[src/rtl/apb_multi_slave_subsys.sv]
// APB subsystem: one command-driven APB master, NUM_SLV register-bank slaves
// with configurable wait states, an address decoder and a default error
// responder for addresses that hit no slave.
//
// Handshake: a command is accepted when cmd_i[0]=1 (READ/WRITE) and busy_o=0;
// there is no backpressure queue, so commands seen while busy_o=1 are dropped.
// Inside, the APB transfer completes on the ACCESS cycle where the selected
// pready is 1. done_o pulses for one cycle after that, with err_o and rdata_o.
module apb_multi_slave_subsys #(
    parameter int ADDR_W    = 8,
    parameter int DATA_W    = 32,
    parameter int NUM_SLV   = 4,
    parameter int SLV_DEPTH = 16,
    parameter int WAIT_CYC  = 0
) (
    input  logic                pclk,
    input  logic                preset,
    input  logic [1:0]          cmd_i,
    input  logic [ADDR_W-1:0]   addr_i,
    input  logic [DATA_W-1:0]   wdata_i,
    input  logic [DATA_W/8-1:0] strb_i,
    output logic                busy_o,
    output logic                done_o,
    output logic                err_o,
    output logic [DATA_W-1:0]   rdata_o,
    output logic                ready_o,
    output logic [NUM_SLV-1:0]  psel_o,
    output logic                penable_o,
    output logic [1:0]          state_o
);

    localparam int STRB_W    = DATA_W / 8;
    localparam int WORD_BITS = $clog2(SLV_DEPTH);
    localparam int SLV_BITS  = $clog2(NUM_SLV);
    localparam int SLV_SHIFT = 2 + WORD_BITS;
    localparam int TOP_SHIFT = SLV_SHIFT + SLV_BITS;
    localparam logic [ADDR_W-1:0] SLV_MASK  = ADDR_W'((1 << SLV_BITS) - 1);
    localparam logic [ADDR_W-1:0] NUM_SLV_A = ADDR_W'(NUM_SLV);

    typedef enum logic [1:0] {
        IDLE   = 2'd0,
        SETUP  = 2'd1,
        ACCESS = 2'd2
    } state_t;

    state_t              state_q, state_d;
    logic [ADDR_W-1:0]   addr_q;
    logic [DATA_W-1:0]   wdata_q;
    logic [STRB_W-1:0]   strb_q;
    logic                write_q;
    logic                done_q;
    logic                err_q;
    logic [DATA_W-1:0]   rdata_q;
    logic [DATA_W-1:0]   mem_q  [NUM_SLV][SLV_DEPTH];
    logic [2:0]          wait_q [NUM_SLV];

    logic [ADDR_W-1:0]    slv_num;
    logic [ADDR_W-1:0]    upper_bits;
    logic [WORD_BITS-1:0] word_idx;
    logic                 dec_err;
    logic [NUM_SLV-1:0]   psel;
    logic [NUM_SLV-1:0]   pready_s;
    logic                 sel_ready;
    logic [DATA_W-1:0]    rd_word;
    logic                 complete;

    // Address split of the captured transfer; any stray bit is a decode error.
    assign slv_num    = (addr_q >> SLV_SHIFT) & SLV_MASK;
    assign upper_bits = addr_q >> TOP_SHIFT;
    assign word_idx   = addr_q[2 +: WORD_BITS];
    assign dec_err    = (addr_q[1:0] != 2'b00) || (upper_bits != '0) ||
                        (slv_num >= NUM_SLV_A);

    // Each slave raises pready once it has held it low for WAIT_CYC cycles.
    always_comb begin
        for (int i = 0; i < NUM_SLV; i++) begin
            pready_s[i] = (wait_q[i] == 3'(WAIT_CYC));
        end
    end

    // Slave select, pready/rdata mux; the default responder answers at once.
    always_comb begin
        psel      = '0;
        sel_ready = 1'b0;
        rd_word   = '0;
        for (int i = 0; i < NUM_SLV; i++) begin
            if (state_q != IDLE && !dec_err && slv_num == ADDR_W'(i)) begin
                psel[i]   = 1'b1;
                sel_ready = pready_s[i];
                rd_word   = mem_q[i][word_idx];
            end
        end
        if (dec_err) begin
            sel_ready = 1'b1;
        end
    end

    assign complete = (state_q == ACCESS) && sel_ready;

    // FSM state register.
    always_ff @(posedge pclk or posedge preset) begin
        if (preset) begin
            state_q <= IDLE;
        end else begin
            state_q <= state_d;
        end
    end

    // FSM next state: IDLE -> SETUP on READ/WRITE, SETUP -> ACCESS, ACCESS -> IDLE on pready.
    always_comb begin
        state_d = state_q;
        case (state_q)
            IDLE:    if (cmd_i[0]) state_d = SETUP;
            SETUP:   state_d = ACCESS;
            ACCESS:  if (sel_ready) state_d = IDLE;
            default: state_d = IDLE;
        endcase
    end

    // Capture the command only when idle so commands during a transfer are dropped.
    always_ff @(posedge pclk or posedge preset) begin
        if (preset) begin
            addr_q  <= '0;
            wdata_q <= '0;
            strb_q  <= '0;
            write_q <= 1'b0;
        end else if (state_q == IDLE && cmd_i[0]) begin
            addr_q  <= addr_i;
            wdata_q <= wdata_i;
            strb_q  <= strb_i;
            write_q <= cmd_i[1];
        end
    end

    // Completion status registers: one-cycle done, sticky err, last read data.
    always_ff @(posedge pclk or posedge preset) begin
        if (preset) begin
            done_q  <= 1'b0;
            err_q   <= 1'b0;
            rdata_q <= '0;
        end else begin
            done_q <= complete;
            if (complete) begin
                err_q <= dec_err;
                if (!write_q) begin
                    rdata_q <= dec_err ? '0 : rd_word;
                end
            end
        end
    end

    // Per-slave wait-state counters, cleared whenever the slave is not stalling.
    always_ff @(posedge pclk or posedge preset) begin
        if (preset) begin
            for (int i = 0; i < NUM_SLV; i++) wait_q[i] <= '0;
        end else begin
            for (int i = 0; i < NUM_SLV; i++) begin
                if (psel[i] && state_q == ACCESS && !pready_s[i]) begin
                    wait_q[i] <= wait_q[i] + 3'd1;
                end else begin
                    wait_q[i] <= '0;
                end
            end
        end
    end

    // Register banks: strobed byte-lane writes on the completing cycle only.
    always_ff @(posedge pclk or posedge preset) begin
        if (preset) begin
            for (int i = 0; i < NUM_SLV; i++) begin
                for (int j = 0; j < SLV_DEPTH; j++) mem_q[i][j] <= '0;
            end
        end else if (complete && write_q && !dec_err) begin
            for (int i = 0; i < NUM_SLV; i++) begin
                for (int b = 0; b < STRB_W; b++) begin
                    if (psel[i] && strb_q[b]) begin
                        mem_q[i][word_idx][b*8 +: 8] <= wdata_q[b*8 +: 8];
                    end
                end
            end
        end
    end

    assign busy_o    = (state_q != IDLE);
    assign penable_o = (state_q == ACCESS);
    assign ready_o   = (state_q == ACCESS) && sel_ready;
    assign psel_o    = psel;
    assign done_o    = done_q;
    assign err_o     = err_q;
    assign rdata_o   = rdata_q;
    assign state_o   = state_q;

endmodule

[config.mk]
export PLATFORM = sky130hd
export DESIGN_NAME = apb_multi_slave_subsys
export DESIGN_NICKNAME = d
export VERILOG_FILES = /design/src/rtl/apb_multi_slave_subsys.sv
export SDC_FILE = /design/constraint.sdc
export NUM_CORES = 2
export LEC_CHECK = 0
export CAP_MARGIN = 15
export CORE_MARGIN = 1
export CORE_UTILIZATION = 45
export CTS_CLUSTER_DIAMETER = 120
export CTS_CLUSTER_SIZE = 24
export DETAILED_ROUTE_END_ITERATION = 7
export PLACE_DENSITY_LB_ADDON = 0.15
export RECOVER_POWER = 25
export SYNTH_ARGS = -nofsm -noshare
export SYNTH_HDL_FRONTEND = slang
export SYNTH_SLANG_ARGS = --single-unit
[constraint.sdc]
create_clock -name pclk -period 100.3 [get_ports pclk]
set_clock_uncertainty 0.15 [all_clocks]
set_input_delay 15.045 -clock pclk [delete_from_list [all_inputs] [get_ports pclk]]
set_output_delay 15.045 -clock pclk [all_outputs]
set_load 0.02 [all_outputs]
==> results.tsv <==
metric	value	unit
status	finished, violations left	
failing checks	max-capacitance violations, max-slew violations	
FMAX	0.0472	GHz
Crit path arrival time	6.01	ns
placed insts	9369	
Util after Layout	0.476	
GRT met3 Usage	0.0312	
multiplexer share of the synthesized area	0.356	
CP endpoint kind	output pin	
Max Root-Sink Buffers	3	
cell area power density	19.8	nW/um^2
Tot GR Track Use	0.255	
H-tree depth	3	
async set or reset register ratio after synthesis	1.00	
DP HPWL	178000	um
Setup Fix Bufs, Post-CTS	0	
Primary FF master, synth	dfrtp_1	
CP Launch Point	addr_q[0]$_DFFE_PP0P_	
CTS tree	built	
Crit Path Max Fanout	31	
clock root cell	clkbuf_16	
WS Path Type	reg -> out	
power share of the clock group	0.225	
core area	221000	um^2
fin crit share	0.211	
area of the multi-input gates	42900	um^2
GR Util met2	0.413	
first-pass GRT wire length	424000	um
Initial Util	0.455	
Placed Area	104000	um^2
switching share of power	0.399	
crit path launch type	flop	
Comb power frac	0.332	
R2R Setup Slk	91.32	ns
setup_tns	0	ns
number of flops mapped to enable cells by yosys	0	
Syn Area/Cell	15.0	um^2
FILL cells	19200	
PostCTS Resize Cnt	0	
synthesized net count	6739	
Die X	474	um
Warnings, synthesis	0	
initial antenna violation count	9	
grt ovf	0	
routability cong.	0.818	
Final ANT Viol Nets	0	
RR Startpoint	addr_q[4]$_DFFE_PP0P_	
drt pass-1 iters	5	
Port Buffer Count	90	
final net count	6572	
hold buffers post-CTS	0	
die area	225000	um^2
P_sw	0.000831	W
Cell variety after synth	70	
xor-xnor portion of the synthesized cell area	0	
simple-gate share of the synthesized area	0.0462	
Int Power	0.00125	W
final hold slack	0.326	ns
min-delay src	wait_q[3]$_DFF_PP0_	
Hold WC Path Type	reg -> reg	
Post-route DRC	0	
I/O pins	91	
Die Ht	474	um
Slew headroom	-2.02	
vias	56900	
Mapped Area	100000	um^2
RSZ-0062 raised after global routing	false	
share of cells above drive strength 1	0.424	
CTS Buf Count	99	
DR WL/cell	29.8	um
Final Critical Period	21.20	ns
final instance area	105000	um^2
WP data required	85.11	ns
Seq pwr share	0.443	
drt total wl	283000	um
Syn Inst Count	6683	
P&R area growth vs syn	4.71	%
DR iter-0 viols	3847	
Clk pin slew, worst setup/hold paths	0.10	ns
vias in the first global route	60200	
std cell rows	172	
Slew Limit Fails	420	
Final Hold Fails	0	
clock sink count	2141	
largest net degree at the start of global routing	152	
DR vias/cell	5.99	
Pleak	50.6	nW
VDD IR-drop max	20.4	uV
largest family of logic cells by synthesized area	multiplexers	
max-cap viol count	24	
Compound-Gate Fraction of Synth Area	0.0388	
post-synthesis adder-cell area fraction	0.000998	
final setup vio count	0	
worst skew pair latency	0.80	ns
gr busiest metal	met2	
actual transition at the worst max-transition pin	4.47	ns
sequential area share after synthesis	0.534	
Post-Layout Cell Count	9502	
met1 layer usage reported by global route	0.362	
Seq cells post-synth	2141	
register area	53600	um^2
[state kept, by name (all words and copies together) (netlist names)]
register	cells
mem_q	2048
rdata_o	32
wdata_q	32
wait_q	12
addr_q	8
strb_q	4
state_o	2
done_o	1
err_o	1
write_q	1
[power groups by stage]
stage          Clock, W  Combinational (W)  Sequential, W
2_1_floorplan         0           0.000446       0.000912
3_3_place_gp          0           0.000704       0.000939
3_5_place_dp          0           0.000708       0.000940
4_1_cts        0.000484           0.000709       0.000923
5_1_grt        0.000512           0.000722       0.000925
6_report       0.000469           0.000690       0.000921
[critical path: stages (launching register included)]
cell and delay [ns]:
dfrtp_1 0.41, nor2_1 1.08, nand3_4 0.08, clkbuf_1 1.08, clkinv_1 0.18, clkbuf_1 1.37, clkdlybuf4s50_1 0.91
[final timing paths]
kind                                      endpoint  depth (start not counted)
max                                      psel_o[0]                          6
min                            wait_q[3]$_DFF_PP0_                          1
max reg2reg                rdata_o[15]$_DFFE_PP0P_                          7
min reg2reg                    wait_q[3]$_DFF_PP0_                          1
max in group asynchronous   mem_q[891]$_DFFE_PP0P_                          9
min in group asynchronous  wdata_q[14]$_DFFE_PP0P_                          2
[placed cells by master, fill, tap and decap left out, types with 16 or more instances in the layout]
cell	netlist	final
nand3_1	20	17
a31oi_1	49	49
nand4_1	9	22
o22ai_1	66	66
dfrtp_1	2141	2106
nor2_1	93	130
buf_4	32	127
a21oi_1	31	31
nand3b_1	25	25
nand2_1	215	247
a221oi_1	28	28
inv_1	16	16
mux2i_1	392	392
nor2b_1	54	50
o21a_1	22	22
mux2_2	1892	1959
clkdlybuf4s50_1	0	90
mux4_2	303	303
dfrtp_2	0	32
clkbuf_16	0	102
clkbuf_1	315	35
a211o_1	26	26
a211oi_1	50	50
mux2_1	8	93
a2111oi_0	56	54
nor3_4	53	23
nor3_1	11	40
nor2_2	70	53
o41ai_2	21	21
a22oi_1	74	74
mux2_4	240	88
[kinds of logic after synthesis]
kind of cell	Yosys count
and+or+nand+nor	684
AOI/OAI and AO/OA	484
buffers and inverters	531
adders and majority gates	8
muxes	2835
DFF	2141
[synthesized netlist by cell type (all sizes together), types with 4 or more instances]
master   number  share of area
a2111oi      56         0.0049
a211o        26         0.0023
a211oi       50         0.0037
a21oi        31         0.0015
a221oi       28         0.0024
a22o          8        0.00070
a22oi        74         0.0055
a31oi        50         0.0032
and2          7        0.00044
and3          4        0.00025
and4          5        0.00044
buf         195          0.011
clkbuf      315          0.012
dfrtp      2141           0.53
ha            8         0.0010
inv          19        0.00071
mux2       2140           0.25
mux2i       392          0.039
mux4        303          0.068
nand2       252          0.010
nand2b        6        0.00037
nand3        29         0.0019
nand3b       25         0.0019
nand4        23         0.0034
nor2        194          0.013
nor2b        54         0.0034
nor3         64         0.0091
nor4          9        0.00056
o211ai        4        0.00030
o21a         22         0.0016
o21ai        10        0.00050
o221ai        4        0.00035
o22ai        66         0.0041
o311ai        6         0.0016
o31ai        10        0.00090
o41ai        33         0.0045
or2           4        0.00025
[stage by stage]
step / worst slack [ns] / power (W)
finish: 79.10 / 0.00208
global route: 78.31 / 0.00216
CTS: 78.97 / 0.00211
detailed placement: 78.11 / 0.00165
global placement: 78.32 / 0.00164
floorplan: 24.62 / 0.00136
[routing by layer]
layer  up-vias  wire length [um]
li1      24300                 -
met1     31300            128000
met2      1025            134000
met3       304             11700
met4         0              8820
met5         -                 0
[layout make-up]
type                    instances  share of cell area
well taps                    2958              0.0352
diodes                          4           0.0000953
multi-input cells            4011               0.408
clock buffers                 122              0.0251
repair buffers                242              0.0197
inverters                      21            0.000846
clock inverters                 3            0.000596
flip-flops and latches       2141               0.510
(Power assumes the default switching activity.)
